File: config.mk
export PLATFORM = sky130hd
export DESIGN_NAME = spi_master
export DESIGN_NICKNAME = d
export VERILOG_FILES = /design/src/rtl/spi_master_pkg.sv /design/src/rtl/spi_master_tx_fifo.sv /design/src/rtl/spi_master.sv
export SDC_FILE = /design/constraint.sdc
export NUM_CORES = 1
export LEC_CHECK = 0
export ABC_CLOCK_PERIOD_IN_PS = 6200
export BUFFER_PORTS_ARGS = -buffer_cell sky130_fd_sc_hd__clkbuf_2
export CAP_MARGIN = 20
export CORE_UTILIZATION = 28
export DETAILED_ROUTE_END_ITERATION = 6
export GPL_TIMING_DRIVEN = 0
export PLACE_DENSITY = 0.5
export SETUP_SLACK_MARGIN = 0.4
export SLEW_MARGIN = 20
export SYNTH_ARGS = -nofsm -noshare
export SYNTH_HDL_FRONTEND = slang
export SYNTH_SLANG_ARGS = --single-unit
File: constraint.sdc
create_clock -name clk -period 6.2 [get_ports clk]
set_input_delay 0.62 -clock clk [delete_from_list [all_inputs] [get_ports clk]]
set_output_delay 0.62 -clock clk [all_outputs]
set_load 0.05 [all_outputs]
File: src/rtl/spi_master_pkg.sv
// Shared definitions for the memory-mapped SPI master: bus direction macros,
// register indices, CTRL/STAT bit positions and FSM state encodings.
`ifndef SPI_MASTER_BUS_MACROS
`define SPI_MASTER_BUS_MACROS
`define READ    1'b1
`define WRITE   1'b0
`define ENABLE_ 1'b0
`endif

package spi_master_pkg;

   localparam int SPI_DATA_W = 8;

   // Word register indices (s_addr[1:0])
   localparam logic [1:0] SPI_ADDR_CTRL = 2'd0;
   localparam logic [1:0] SPI_ADDR_DIV  = 2'd1;
   localparam logic [1:0] SPI_ADDR_TX   = 2'd2;
   localparam logic [1:0] SPI_ADDR_RX   = 2'd3;

   // CTRL bits (read/write)
   localparam int CTRL_EN     = 0;
   localparam int CTRL_CPOL   = 1;
   localparam int CTRL_CPHA   = 2;
   localparam int CTRL_IRQ_EN = 3;
   localparam int CTRL_SS     = 4;
   localparam int CTRL_FLUSH  = 5;

   // STAT bits (read-only) and write-1-to-clear flags
   localparam int STAT_BUSY     = 8;
   localparam int STAT_TX_FULL  = 9;
   localparam int STAT_TX_EMPTY = 10;
   localparam int STAT_RX_VALID = 11;
   localparam int STAT_RX_OVR   = 12;
   localparam int STAT_DONE     = 13;

   // FSM state encodings
   localparam logic [1:0] ST_IDLE  = 2'd0;
   localparam logic [1:0] ST_SHIFT = 2'd1;
   localparam logic [1:0] ST_DONE  = 2'd2;

   // Persistent CTRL fields, packed so the struct lines up with CTRL[4:0]
   typedef struct packed {
      logic ss;
      logic irq_en;
      logic cpha;
      logic cpol;
      logic en;
   } ctrl_t;

endpackage

File: src/rtl/spi_master_tx_fifo.sv
// Small synchronous TX FIFO. Head data is read combinationally so the shifter
// can load the byte on the same edge that pops it.
module spi_tx_fifo
#(
   parameter int FIFO_DEPTH = 4,
   parameter int DATA_W     = 8,
   localparam int PTR_W     = $clog2(FIFO_DEPTH)
) (
   input  logic              clk,
   input  logic              reset,
   input  logic              push,
   input  logic [DATA_W-1:0] push_data,
   input  logic              pop,
   input  logic              flush,
   output logic [DATA_W-1:0] head,
   output logic              full,
   output logic              empty,
   output logic [PTR_W:0]    count
);

   logic [DATA_W-1:0] mem [FIFO_DEPTH];
   logic [PTR_W-1:0]  rd_ptr;
   logic [PTR_W-1:0]  wr_ptr;
   logic              do_pop;
   logic              do_push;

   assign full  = (count == (PTR_W+1)'(FIFO_DEPTH));
   assign empty = (count == '0);
   assign head  = mem[rd_ptr];

   // A pop frees a slot first, so a push into a full FIFO is accepted when
   // it coincides with a pop.
   assign do_pop  = pop & ~empty;
   assign do_push = push & (~full | do_pop);

   // Pointer and occupancy tracking; flush discards everything queued
   always_ff @(posedge clk or negedge reset) begin
      if (!reset) begin
         rd_ptr <= '0;
         wr_ptr <= '0;
         count  <= '0;
      end else if (flush) begin
         rd_ptr <= '0;
         wr_ptr <= '0;
         count  <= '0;
      end else begin
         if (do_push) wr_ptr <= wr_ptr + PTR_W'(1);
         if (do_pop)  rd_ptr <= rd_ptr + PTR_W'(1);
         count <= count + (PTR_W+1)'(do_push) - (PTR_W+1)'(do_pop);
      end
   end

   // Storage array; contents are meaningless while count is 0, so no reset
   always_ff @(posedge clk) begin
      if (do_push && !flush) mem[wr_ptr] <= push_data;
   end

endmodule

File: src/rtl/spi_master.sv
// Memory-mapped SPI master on bus slave slot s5: CTRL/STAT, DIV, TXDATA and
// RXDATA registers, a TX FIFO, and a byte shifter supporting all four modes.
module spi_master
   import spi_master_pkg::*;
#(
   parameter int FIFO_DEPTH = 4,
   parameter int DIV_W      = 8
) (
   input  logic        clk,
   input  logic        reset,
   input  logic        cs_,
   input  logic        as_,
   input  logic        rw,
   input  logic [1:0]  addr,
   input  logic [31:0] wr_data,
   output logic [31:0] rd_data,
   output logic        rdy_,
   output logic        irq,
   output logic        spi_sclk,
   output logic        spi_mosi,
   input  logic        spi_miso,
   output logic        spi_cs_
);

   localparam int CNT_W = $clog2(FIFO_DEPTH) + 1;

   ctrl_t                 ctrl;
   logic [DIV_W-1:0]      div;
   logic                  busy;
   logic                  done;
   logic                  rx_ovr;
   logic                  rx_valid;
   logic [SPI_DATA_W-1:0] rx_byte;

   logic [1:0]            state;
   logic [DIV_W-1:0]      hcnt;
   logic [3:0]            edge_cnt;
   logic [SPI_DATA_W-1:0] tx_sh;
   logic [SPI_DATA_W-1:0] rx_sh;

   logic [SPI_DATA_W-1:0] fifo_head;
   logic                  fifo_full;
   logic                  fifo_empty;
   logic [CNT_W-1:0]      fifo_count;

   logic                  access;
   logic                  wr_ctrl;
   logic                  wr_div;
   logic                  wr_tx;
   logic                  rd_acc;
   logic                  rx_read;
   logic                  start;
   logic                  done_evt;
   logic                  leading;
   logic                  cfg_lock;
   logic [31:0]           rd_mux;
   logic                  unused_wr_bits;

   assign access   = ~cs_ & ~as_;
   assign rd_acc   = access & (rw == `READ);
   assign wr_ctrl  = access & (rw == `WRITE) & (addr == SPI_ADDR_CTRL);
   assign wr_div   = access & (rw == `WRITE) & (addr == SPI_ADDR_DIV);
   assign wr_tx    = access & (rw == `WRITE) & (addr == SPI_ADDR_TX);
   assign rx_read  = rd_acc & (addr == SPI_ADDR_RX);

   assign start    = (state == ST_IDLE) & ctrl.en & (fifo_count != '0);
   assign done_evt = (state == ST_DONE);
   assign leading  = ~edge_cnt[0];
   // The start edge already commits the shifter to the current mode, so the
   // mode/divisor are frozen there as well as while busy.
   assign cfg_lock = busy | start;

   assign spi_cs_  = ~ctrl.ss;

   assign unused_wr_bits = ^{wr_data[31:14], wr_data[11:8]};

   spi_tx_fifo #(
      .FIFO_DEPTH (FIFO_DEPTH),
      .DATA_W     (SPI_DATA_W)
   ) u_tx_fifo (
      .clk       (clk),
      .reset     (reset),
      .push      (wr_tx),
      .push_data (wr_data[SPI_DATA_W-1:0]),
      .pop       (start),
      .flush     (wr_ctrl & wr_data[CTRL_FLUSH]),
      .head      (fifo_head),
      .full      (fifo_full),
      .empty     (fifo_empty),
      .count     (fifo_count)
   );

   // Register read multiplexer
   always_comb begin
      rd_mux = '0;
      case (addr)
         SPI_ADDR_CTRL: rd_mux = {18'b0, done, rx_ovr, rx_valid, fifo_empty,
                                  fifo_full, busy, 3'b0, ctrl};
         SPI_ADDR_DIV:  rd_mux[DIV_W-1:0] = div;
         SPI_ADDR_RX:   rd_mux = {23'b0, rx_valid, rx_byte};
         default:       rd_mux = '0;
      endcase
   end

   // Bus acknowledge and read data, valid in the cycle after the strobe
   always_ff @(posedge clk or negedge reset) begin
      if (!reset) begin
         rdy_    <= ~`ENABLE_;
         rd_data <= '0;
      end else begin
         rdy_    <= access ? `ENABLE_ : ~`ENABLE_;
         rd_data <= rd_acc ? rd_mux : '0;
      end
   end

   // Software configuration: mode and divisor are locked during a transfer
   always_ff @(posedge clk or negedge reset) begin
      if (!reset) begin
         ctrl <= '0;
         div  <= '0;
      end else begin
         if (wr_ctrl) begin
            ctrl.en     <= wr_data[CTRL_EN];
            ctrl.irq_en <= wr_data[CTRL_IRQ_EN];
            ctrl.ss     <= wr_data[CTRL_SS];
            if (!cfg_lock) begin
               ctrl.cpol <= wr_data[CTRL_CPOL];
               ctrl.cpha <= wr_data[CTRL_CPHA];
            end
         end
         if (wr_div && !cfg_lock) div <= wr_data[DIV_W-1:0];
      end
   end

   // Receive holding register and status flags; a set always beats a clear
   always_ff @(posedge clk or negedge reset) begin
      if (!reset) begin
         rx_byte  <= '0;
         rx_valid <= 1'b0;
         rx_ovr   <= 1'b0;
         done     <= 1'b0;
         irq      <= 1'b0;
      end else begin
         if (done_evt) begin
            rx_byte  <= rx_sh;
            rx_valid <= 1'b1;
         end else if (rx_read) begin
            rx_valid <= 1'b0;
         end

         if (done_evt && rx_valid && !rx_read) rx_ovr <= 1'b1;
         else if (wr_ctrl && wr_data[STAT_RX_OVR]) rx_ovr <= 1'b0;

         if (done_evt) done <= 1'b1;
         else if (wr_ctrl && wr_data[STAT_DONE]) done <= 1'b0;

         irq <= ctrl.irq_en & (done | rx_ovr);
      end
   end

   // Transfer FSM and byte shifter
   always_ff @(posedge clk or negedge reset) begin
      if (!reset) begin
         state    <= ST_IDLE;
         busy     <= 1'b0;
         hcnt     <= '0;
         edge_cnt <= '0;
         tx_sh    <= '0;
         rx_sh    <= '0;
         spi_sclk <= 1'b0;
         spi_mosi <= 1'b0;
      end else begin
         case (state)
            ST_IDLE: begin
               spi_sclk <= ctrl.cpol;
               if (start) begin
                  state    <= ST_SHIFT;
                  busy     <= 1'b1;
                  tx_sh    <= fifo_head;
                  hcnt     <= div;
                  edge_cnt <= '0;
                  // cpha=0 presents the MSB before the first SCLK edge
                  if (!ctrl.cpha) spi_mosi <= fifo_head[SPI_DATA_W-1];
               end
            end
            ST_SHIFT: begin
               if (hcnt == '0) begin
                  hcnt     <= div;
                  spi_sclk <= ~spi_sclk;
                  edge_cnt <= edge_cnt + 4'd1;
                  if (leading ^ ctrl.cpha) begin
                     rx_sh <= {rx_sh[SPI_DATA_W-2:0], spi_miso};
                  end else if (ctrl.cpha) begin
                     spi_mosi <= tx_sh[SPI_DATA_W-1];
                     tx_sh    <= {tx_sh[SPI_DATA_W-2:0], 1'b0};
                  end else begin
                     spi_mosi <= tx_sh[SPI_DATA_W-2];
                     tx_sh    <= {tx_sh[SPI_DATA_W-2:0], 1'b0};
                  end
                  if (edge_cnt == 4'd15) state <= ST_DONE;
               end else begin
                  hcnt <= hcnt - DIV_W'(1);
               end
            end
            ST_DONE: begin
               state    <= ST_IDLE;
               busy     <= 1'b0;
               spi_sclk <= ctrl.cpol;
            end
            default: begin
               state <= ST_IDLE;
               busy  <= 1'b0;
            end
         endcase
      end
   end

endmodule

== Word-level counts from Yosys, hierarchy flattened ==
Memories as Yosys holds them, arrays and structs flattened.
Cells that the tools add are included.
Storage, ports and cells
  bits in registers: 98
  latch bits: 0
  memory bits (writable): 32
  bits in read-only memories: 0
  output and inout bits: 37
  word-level logic and storage cells: 142
  memories kept: 1
Memory list
  u_tx_fifo.mem: depth 4, bits a word 8, rd ports 1, clocked after Yosys merged registers in 0, wr ports 1, line spi_master_tx_fifo.sv:21  | logic [DATA_W-1:0] mem [FIFO_DEPTH];
Cells by class
  add/subtract/negate cells: 6
  multipliers: 0
  div/mod/pow operators: 0
  $lt $le $gt $ge: 0
  eq/ne operators: 12
  shift-type cells: 0
  muxes and demuxes: 41
  bitwise gates (word level): 27
  reductions and logical operators: 31
Operators by type and width (number)
  $mux W8: 5
  $mux W32: 1
  $pmux W8 S2: 2
  $pmux W8 S3: 1
  $mux W1: 16
  $mux W2: 7
  $reduce_bool A2 Y1: 7
  $and A1 B1 Y1: 13
  $pmux W6 S2: 1
  $ne A2 B2 Y1 const B: 5
  $not A1 Y1: 10
  $reduce_and A3 Y1: 3
  $logic_not A8 Y1: 1
  $mux W4: 2
  $pmux W4 S2: 1
  $reduce_and A2 Y1: 4
  $sub A8 B1 Y8 const B: 1
  $eq A2 B2 Y1 const B: 3
  $logic_and A1 B1 Y1: 6
  $pmux W1 S2: 3
  $reduce_and A5 Y1: 1
  $add A2 B1 Y2 const B: 2
  $add A4 B1 Y4 const B: 1
  $eq A2 B1 Y1 const B: 2
  other kinds (14): 19

== Logic depth before layout (Yosys ltp) ==
Gate-level depths: netlist of the first run.
  word-level depth: 9
  gate-level depth with buffers: 11

== Cells and area by module ==
A second synthesis of the first run with hierarchy kept.
Second synthesis, totals
  cell total of the unflattened synthesis: 405
  area, all modules: 5053.6 µm²
By module, submodules not included
  spi_master: times used 1, cells each 315, area each 3419.5 µm²
  spi_tx_fifo: times used 1, cells each 90, area each 1634.1 µm²

== Least setup slack after synthesis of the first run ==
No wires, ideal clock.
  path type: input -> register
  from: input addr[0]
  to: register u_tx_fifo.count[2]
  arrival: 2.738 ns
  data required time: 6.073 ns
  slack: 3.335 ns
  stages on the path: 10
  cell sequence: inv_1 > ha_1 > or4b_2 > a31oi_1 > ha_1 > inv_1 > fa_1 > xor2_1 > xnor2_1 > nor2_1
On the way
  word-level cells in the longest chain between the ends: 6
  elaborated cells on any way between the ends: 9
  those cells by class: add/sub (2); eq/ne (1); mux (1); bitwise (4); reduce/logical (1)
RTL lines
  from (decl): line spi_master.sv:14  | input logic [1:0] addr,
  $eq A2 B2 Y1: line spi_master.sv:63  | assign wr_tx = access & (rw == `WRITE) & (addr == SPI_ADDR_TX);
  $and A1 B1 Y1: line spi_master.sv:63
  $and A1 B1 Y1: line spi_master_tx_fifo.sv:34  | assign do_push = push & (~full | do_pop);
  $add A3 B1 Y3: line spi_master_tx_fifo.sv:49  | count <= count + (PTR_W+1)'(do_push) - (PTR_W+1)'(do_pop);
  $sub A3 B1 Y3: line spi_master_tx_fifo.sv:49
  $mux W3 *: line spi_master_tx_fifo.sv:42  | end else if (flush) begin
  to (signal assigned): line spi_master_tx_fifo.sv:49
  to (decl): line spi_master_tx_fifo.sv:18  | output logic [PTR_W:0] count
Mark *: on every way between the ends. The rest lies on a longest branch, timed or not.
A chain may end at the register's enable or synchronous reset.

== Worst setup path in the final report of the first run ==
Same ends and word-level chain as after synthesis.

==> summary.md, run 1 <==
| Metric | Value |
|---|---|
| Mean Syn Cell Area | ~13 um^2 |
| Overflow left after global routing | 0 |
| Number of hold-slack violations in the final timing report | 0 |
| Core Region | about 17,000 um^2 |
| Post-synthesis sequential area ratio | 58.96% |
| Area of the multi-input gates | 1867 um^2 |
| Yosys reg bits | 112 |
| Sort of element at the end of the critical path | register |
| Mapped Area | 5027 um^2 |
| Transition at the pin with the smallest max-transition slack | 733.2 ps |
| Count of hold-fix buffers inserted at cts | 0 |
| Capture point of the worst reg-to-reg path | u_tx_fifo.count[2] |
| Crit Path Category | in -> reg |
| Number of levels the H-tree was split into | 3 |
| Clock slew at reported path FFs | 80 ps |
| Routed WL | 10.69 mm |
| Library cells used by synthesis | 55 |
| Width of the die | 136.0 um |
| Area of the die | about 18,000 um^2 |
| Per-cell via count in the routed design | 4.665 |
| TritonCTS clock tree | yes |
| Avg WL per Cell | roughly 16 um |
| Cell internal pwr | around 1.5 mW |
| First-pass GRT wire length | 17.46 mm |
| Wire length on met2 | about 5.3 mm |
| Static leakage | 2.690 nW |
| Ant. Diodes | 0 |
| Die Ht | 136.0 um |
| Final worst hold slack | 254.0 ps |
| Layout-stage area growth over the synthesis result | 17.12% |
| Total clock buffers created by CTS | 9 |
| Fmax | 348.7 MHz |
| Reg power frac | between 40% and 50% |
| Primary FF master, synth | sky130_fd_sc_hd__dfrtp_1 |
| First-pass iteration count of the detailed router | 4 |
| Final count of pins violating max slew | 0 |
| Number of global-route vias before repair | ~3,300 |
| Switching power total | 0.7841 mW |
| Detailed placement HPWL | about 7.7 mm |
| Critical path data required time | 6430 ps |
| Detail Route Antenna Nets | 0 |
| Power density over the cells | 386.5 nW/um^2 |
| Fillcell total | 1,736 |
| Standard-cell rows | 48 |
| End point of the critical path | u_tx_fifo.count[2] |
| Max_cap viols | 0 |
| Post-route minimum period | 2868 ps |
| Critical Path Start Type | primary input |
| WL met3 | 468 um |
| Skew final | roughly 11 ps |
| Root Buffer | sky130_fd_sc_hd__clkbuf_16 |
| Number of buffers inserted to repair setup after CTS | 0 |
| Switching fraction of total power | 34.45% |
| Crit. Startpoint | addr[0] |
| Highest net fanout along the worst path | 7 |
| IO Count | slightly below 80 |
| Clock latency on the worst-skew pair | 350 ps |
| Synth Warn # | 0 |
| Fraction of layout cells with a size suffix above 1 | 27.55% |
| Outcome | finished, final reports clean |
| Max transition margin | 50.89% |
| Depth of the most critical reg-to-reg path | 8 |
| Number of gates given a new drive strength after cts | 0 |
| Asr flop ratio synth | 71.43% |
| Starting density of the core | between 20% and 30% |
| R2R Setup Slk | 3510 ps |
| Synthesized netlist cell count | 391 |
| Sum of negative setup slack | 0 ps |
| First DRT Iteration DRCs | 101 |
| Fraction of power consumed by the clock network | approximately a quarter |
| Share of the clock period used by the worst path | 46.25% |
| Clock sink count | 112 |
| Number of antenna violations at the first check in global routing | 0 |
| Setup-failing EPs final | 0 |
| Gate power share | 29.5% |
| Post-synth EDFFs | 32 |
| Worst voltage drop across the vdd grid | 153.6 uV |
| Class of the most critical hold timing path | in -> async |
| R2R Path Start | state[0] |
| Total routing resource utilization after global routing | about an eighth |
| Total area of sequential cells | 2964 um^2 |
| Number of buffer cells added on primary ports | 36 |
| Power after layout | around 2.3 mW |
| Top layer in use | met4 |
| Largest net degree at the start of global routing | 51 |
| Number of nets at the end of the flow | 510 |
| Setup repair after global routing missed its margin | false |
| Critical path data arrival time | between 3000 and 4000 ps |
| GPL Wtd Cong | 0.8093 |
| Clock tree buffer depth | 2 |
| DRC Markers | 0 |
| M1 WL | ~4.8 mm |
| Vias | ~3,200 |
## how the worst min path moves through the flow
stage             start       end  cells after the start
6_report          reset   hcnt[4]                      1
5_1_grt           reset   hcnt[4]                      1
4_1_cts           reset   hcnt[4]                      1
3_5_place_dp   tx_sh[0]  tx_sh[0]                      1
3_3_place_gp   tx_sh[0]  tx_sh[0]                      1
2_1_floorplan     reset      busy                      0
## through the flow
step                instances  setup WS, ps  area [um^2]  utilization (%)
CTS                       686          3343         5888            33.81
global route              686          3177         5888            33.81
global placement          669          3000         5553            31.88
floorplan                 408          3335         5091                -
detailed placement        670          2980         5583            32.05
finish                    686          3332         5888            33.81
## cells in the final DEF (no fill, tap or decap), types with 3 or more instances in the layout
master	netlist	routed
sky130_fd_sc_hd__mux2_2	35	35
sky130_fd_sc_hd__a21oi_1	9	9
sky130_fd_sc_hd__inv_6	0	4
sky130_fd_sc_hd__inv_1	12	12
sky130_fd_sc_hd__ha_1	13	13
sky130_fd_sc_hd__a22oi_1	5	5
sky130_fd_sc_hd__and3_1	14	14
sky130_fd_sc_hd__clkbuf_1	11	11
sky130_fd_sc_hd__a21o_1	6	6
sky130_fd_sc_hd__nor3_1	6	6
sky130_fd_sc_hd__clkbuf_2	0	35
sky130_fd_sc_hd__a31oi_1	3	3
sky130_fd_sc_hd__xor2_1	3	3
sky130_fd_sc_hd__a222oi_1	5	5
sky130_fd_sc_hd__mux4_2	8	8
sky130_fd_sc_hd__conb_1	1	18
sky130_fd_sc_hd__or3_1	4	4
sky130_fd_sc_hd__dfrtp_1	79	79
sky130_fd_sc_hd__buf_2	4	4
sky130_fd_sc_hd__a221o_1	3	3
sky130_fd_sc_hd__xnor2_1	5	5
sky130_fd_sc_hd__o21ai_0	6	6
sky130_fd_sc_hd__buf_4	18	18
sky130_fd_sc_hd__nor2_1	26	26
sky130_fd_sc_hd__nand3_1	5	5
sky130_fd_sc_hd__clkbuf_16	0	10
sky130_fd_sc_hd__o31ai_1	3	3
sky130_fd_sc_hd__nand2_1	33	33
sky130_fd_sc_hd__edfxtp_1	32	32
## worst max-delay path, stage by stage
cell                       delay [ps]
sky130_fd_sc_hd__clkbuf_2         110
sky130_fd_sc_hd__inv_1            120
sky130_fd_sc_hd__ha_1             160
sky130_fd_sc_hd__or4b_2           590
sky130_fd_sc_hd__a31oi_1          470
sky130_fd_sc_hd__ha_1             250
sky130_fd_sc_hd__inv_1             50
sky130_fd_sc_hd__fa_1             370
sky130_fd_sc_hd__xor2_1           180
sky130_fd_sc_hd__xnor2_1          140
sky130_fd_sc_hd__nor2_1            50
## state kept, by name, indices dropped and copies added (netlist names), 4 cells and up
name	count
div	8
rx_sh	8
tx_sh	8
hcnt	8
u_tx_fifo.mem	32
ctrl	5
edge_cnt	4
rx_byte	8
rd_data	14
## final cells by class
cell class	instances	area share (%)
flip-flops and latches	112	50.34
multi-input cells	248	31.70
well taps	225	4.781
clock buffers	10	4.250
plain buffers	36	3.655
repair buffers	37	3.570
clock inverters	6	0.9350
inverters	12	0.7650
## synthesized netlist by cell type (all sizes together) (2+ instances only)
library cell	n	share of area (%)
dfrtp	79	39
mux2	35	7.8
nand2	33	2.5
edfxtp	32	19
nor2	26	1.9
buf	25	3.5
and3	14	1.7
ha	13	3.2
inv	12	0.90
clkbuf	11	0.82
a21oi	10	1.1
mux4	8	3.6
a21o	6	0.90
nor3	6	0.60
o21ai	6	0.60
a222oi	5	1.0
a22oi	5	0.75
nand3	5	0.50
xnor2	5	0.87
or3	4	0.50
a221o	3	0.60
a31oi	3	0.37
nor4	3	0.67
o31ai	3	0.45
xor2	3	0.52
a211o	2	0.35
a211oi	2	0.30
a22o	2	0.35
and2	2	0.25
mux2i	2	0.40
nand2b	2	0.25
nand3b	2	0.30
nor2b	2	0.25
nor3b	2	0.30
or2	2	0.25
or4	2	0.30
## metal layers
metal  global-route usage (%)  up-vias
met2                    21.00       78
met1                    16.06     1597
met4                    4.136        0
met3                    2.386       11
met5                        0        -
li1                         -     1514
## cell families (layout without fill, tap and decap cells)
| kind of cell | count (synthesis) | after routing | share of synthesized area (%) |
|---|---|---|---|
| DFF | 112 | 112 | 58.96 |
| and+or+nand+nor | 109 | 109 | 11.00 |
| AOI/OAI and AO/OA | 54 | 54 | 7.940 |
| buffers and inverters | 48 | 101 | 5.177 |
| muxes | 45 | 45 | 11.82 |
| adders and majority gates | 14 | 14 | 3.634 |
| xor gates and xnor gates | 8 | 8 | 1.394 |
| other | 1 | 18 | 0.07459 |
## power groups by stage
stage                     Combinational (mW)  Clock [mW]  Sequential [mW]
final                                  0.672       0.588             1.02
after global placement                 0.658           0             1.02
after CTS                              0.682       0.605             1.02
after detailed placement               0.680           0             1.03
after global routing                   0.757       0.636             1.04
after floorplan                        0.508           0             1.01
Note: power is estimated with default switching activity, not from simulation.
==> inputs of run 2 (changes only) <==
- ABC_CLOCK_PERIOD_IN_PS: 6200 -> 2760
- clock period: 6.2 -> 2.76 ns (I/O delays scaled with it)
==> summary.md, run 2 (synthesis results as in run 1) <==
| Metric | Value |
|---|---|
| Width of the die | 136.0 um |
| First-pass GRT wire length | 17.24 mm |
| Post-Route Utilization | 34.40% |
| Fmax | ~420 MHz |
| Worst voltage drop across the vdd grid | 379.8 uV |
| Most common cell after layout, fill and taps aside | sky130_fd_sc_hd__dfrtp_1 |
| Max_cap viols | 0 |
| Switching power total | 1.775 mW |
| Clock slew at reported path FFs | 80 ps |
| Die Ht | around 140 um |
| Switching fraction of total power | ~34% |
| Number of instances on the worst hold path | 2 |
| Class of the most critical hold timing path | in -> reg |
| Setup-failing EPs final | 0 |
| Post-route minimum period | 2361 ps |
| Clock tree buffer depth | 2 |
| Power density over the cells | 859.8 nW/um^2 |
| Static leakage | 2.734 nW |
| Fraction of layout cells with a size suffix above 1 | between 30% and 40% |
| Number of nets at the end of the flow | 516 |
| Clock sink count | ~110 |
| Critical Path, Cell by Cell | or3b_2 -> a31oi_4 -> ha_2 -> inv_1 -> fa_1 -> xor2_1 -> xnor2_1 -> nor2_1 |
| DRC Markers | 0 |
| Crit Path Category | reg -> reg |
| Vias | roughly 3,200 |
| Highest cell delay on the worst timing path | 580 ps |
| Total routing resource utilization after global routing | between 10% and 20% |
| Routed WL | around 11 mm |
| Capture point of the worst reg-to-reg path | u_tx_fifo.count[2] |
| Sum of negative setup slack | 0 ps |
| Starting density of the core | 28.86% |
| Number of antenna violations at the first check in global routing | 0 |
| TritonCTS clock tree | yes |
| Reg power frac | 44.4% |
| Detailed placement HPWL | 7.739 mm |
| Cell internal pwr | 3.377 mW |
| Per-cell via count in the routed design | 4.608 |
| Core Region | between 15,000 and 20,000 um^2 |
| Total clock buffers created by CTS | 9 |
| GPL Wtd Cong | between 0.7 and 0.8 |
| Share of the clock period used by the worst path | 85.55% |
| Avg WL per Cell | about 15 um |
| Hold worst-path end | rx_sh[0] |
| Transition at the pin with the smallest max-transition slack | around 630 ps |
| Leading cell types in the layout, fill and taps excluded | 78 x sky130_fd_sc_hd__dfrtp_1, 38 x sky130_fd_sc_hd__clkbuf_2, 35 x sky130_fd_sc_hd__mux2_2 |
| Fraction of power consumed by the clock network | between 20% and 30% |
| Depth of the most critical reg-to-reg path | 8 |
| Max transition margin | approximately three fifths |
| Largest registers in the final layout | u_tx_fifo.mem: 32 flops, rd_data: 14 flops |
| Ant. Diodes | 0 |
| Clock latency on the worst-skew pair | 350 ps |
| Gate power share | 30.0% |
| Number of buffer cells added on primary ports | 36 |
| IO Count | 77 |
| Final count of pins violating max slew | 0 |
| Number of global-route vias before repair | approximately 3,200 |
| Number of hold-slack violations in the final timing report | 0 |
| First-pass iteration count of the detailed router | 4 |
| Largest net degree at the start of global routing | 31 |
| Critical-path cell with the highest stage delay | sky130_fd_sc_hd__or3b_2 |
| R2R Path Start | state[0] |
| Skew final | 11.08 ps |
| Critical Path Start Type | register |
| Critical path data arrival time | 2590 ps |
| Flip-flop count of the largest register, all copies and words added | 32 |
| Outcome | finished, final reports clean |
| Highest net fanout along the worst path | 8 |
| Setup repair after global routing missed its margin | true |
| Area of the die | 18,490 um^2 |
| Number of levels the H-tree was split into | 3 |
| Critical path data required time | 2980 ps |
| Root Buffer | sky130_fd_sc_hd__clkbuf_16 |
| R2R Setup Slk | ~400 ps |
| Hold path startpoint | spi_miso |
| Layout-stage area growth over the synthesis result | 19.19% |
| Largest reg by FF count | u_tx_fifo.mem |
| Standard-cell rows | 48 |
| Sort of element at the end of the critical path | register |
| Overflow left after global routing | 0 |
| First DRT Iteration DRCs | approximately 130 |
| Detail Route Antenna Nets | 0 |
-- run 2: through the flow --
| step | setup slack (ps) | area, um^2 | instances | power, mW | hold slack [ps] |
|---|---|---|---|---|---|
| after floorplan | 511.0 | 5112 | 408 | 3.426 | -19.59 |
| after global placement | 167.1 | 5574 | 669 | 3.789 | 465.2 |
| after detailed placement | 139.9 | 5617 | 671 | 3.846 | 228.7 |
| after CTS | 327.3 | 5967 | 692 | 5.177 | 156.1 |
| after global routing | 341.2 | 5992 | 692 | 5.466 | 172.6 |
| final | 398.7 | 5992 | 692 | 5.152 | 171.2 |
-- run 2: worst max path at each step --
stage / startpoint / to / slack, ps / cells after the start
global placement: state[0] / u_tx_fifo.count[2] / 170 / 10
finish: state[0] / u_tx_fifo.count[2] / 400 / 8
CTS: u_tx_fifo.count[2] / u_tx_fifo.count[2] / 330 / 11
global route: u_tx_fifo.count[2] / u_tx_fifo.count[2] / 340 / 11
floorplan: state[0] / u_tx_fifo.count[2] / 510 / 8
detailed placement: state[0] / u_tx_fifo.count[2] / 140 / 10
-- run 2: final cells by class --
cell class	count	area (um^2)
tap	225	281.5
clock buffer	10	250.2
clock inverter	6	55.05
buffer	36	219.0
timing repair buffer	43	262.8
multi-input combinational	248	1913
fill	1739	11420
sequential	112	2965
inverter	12	45.04
-- run 2: power by group through the flow --
stage | Combinational (mW) | Sequential (mW) | Clock (mW)
6_report | 1.55 | 2.29 | 1.32
5_1_grt | 1.72 | 2.34 | 1.41
4_1_cts | 1.54 | 2.28 | 1.35
3_5_place_dp | 1.53 | 2.31 | 0
3_3_place_gp | 1.49 | 2.30 | 0
2_1_floorplan | 1.15 | 2.28 | 0
-- run 2: per-layer routing --
metal | up-vias | wire [um] | global-route usage (%)
li1 | 1516 | - | -
met2 | 75 | 5105 | 20.35
met5 | - | 0 | 0
met1 | 1586 | 4841 | 15.77
met3 | 12 | 380 | 1.864
met4 | 0 | 213 | 5.617
-- run 2: what timing repair did --
item                                    in CTS  in global routing
pin swaps                                    2                  0
hold buffers                                 1                  0
endpoints found under the setup margin      10                 11
gates resized for setup                      1                 11
setup buffers                                4                  0
endpoints found under the hold margin       21                  0
-- run 2: critical path: cells and delay by family (launching register included) --
family / cells / cell delay, ps
AO/OA/AOI/OAI: 1 / 220
XOR/XNOR: 2 / 320
adder cells (fa/ha/maj): 2 / 540
buffers and inverters: 1 / 40
flip-flops: 1 / 480
AND/OR/NAND/NOR: 2 / 640
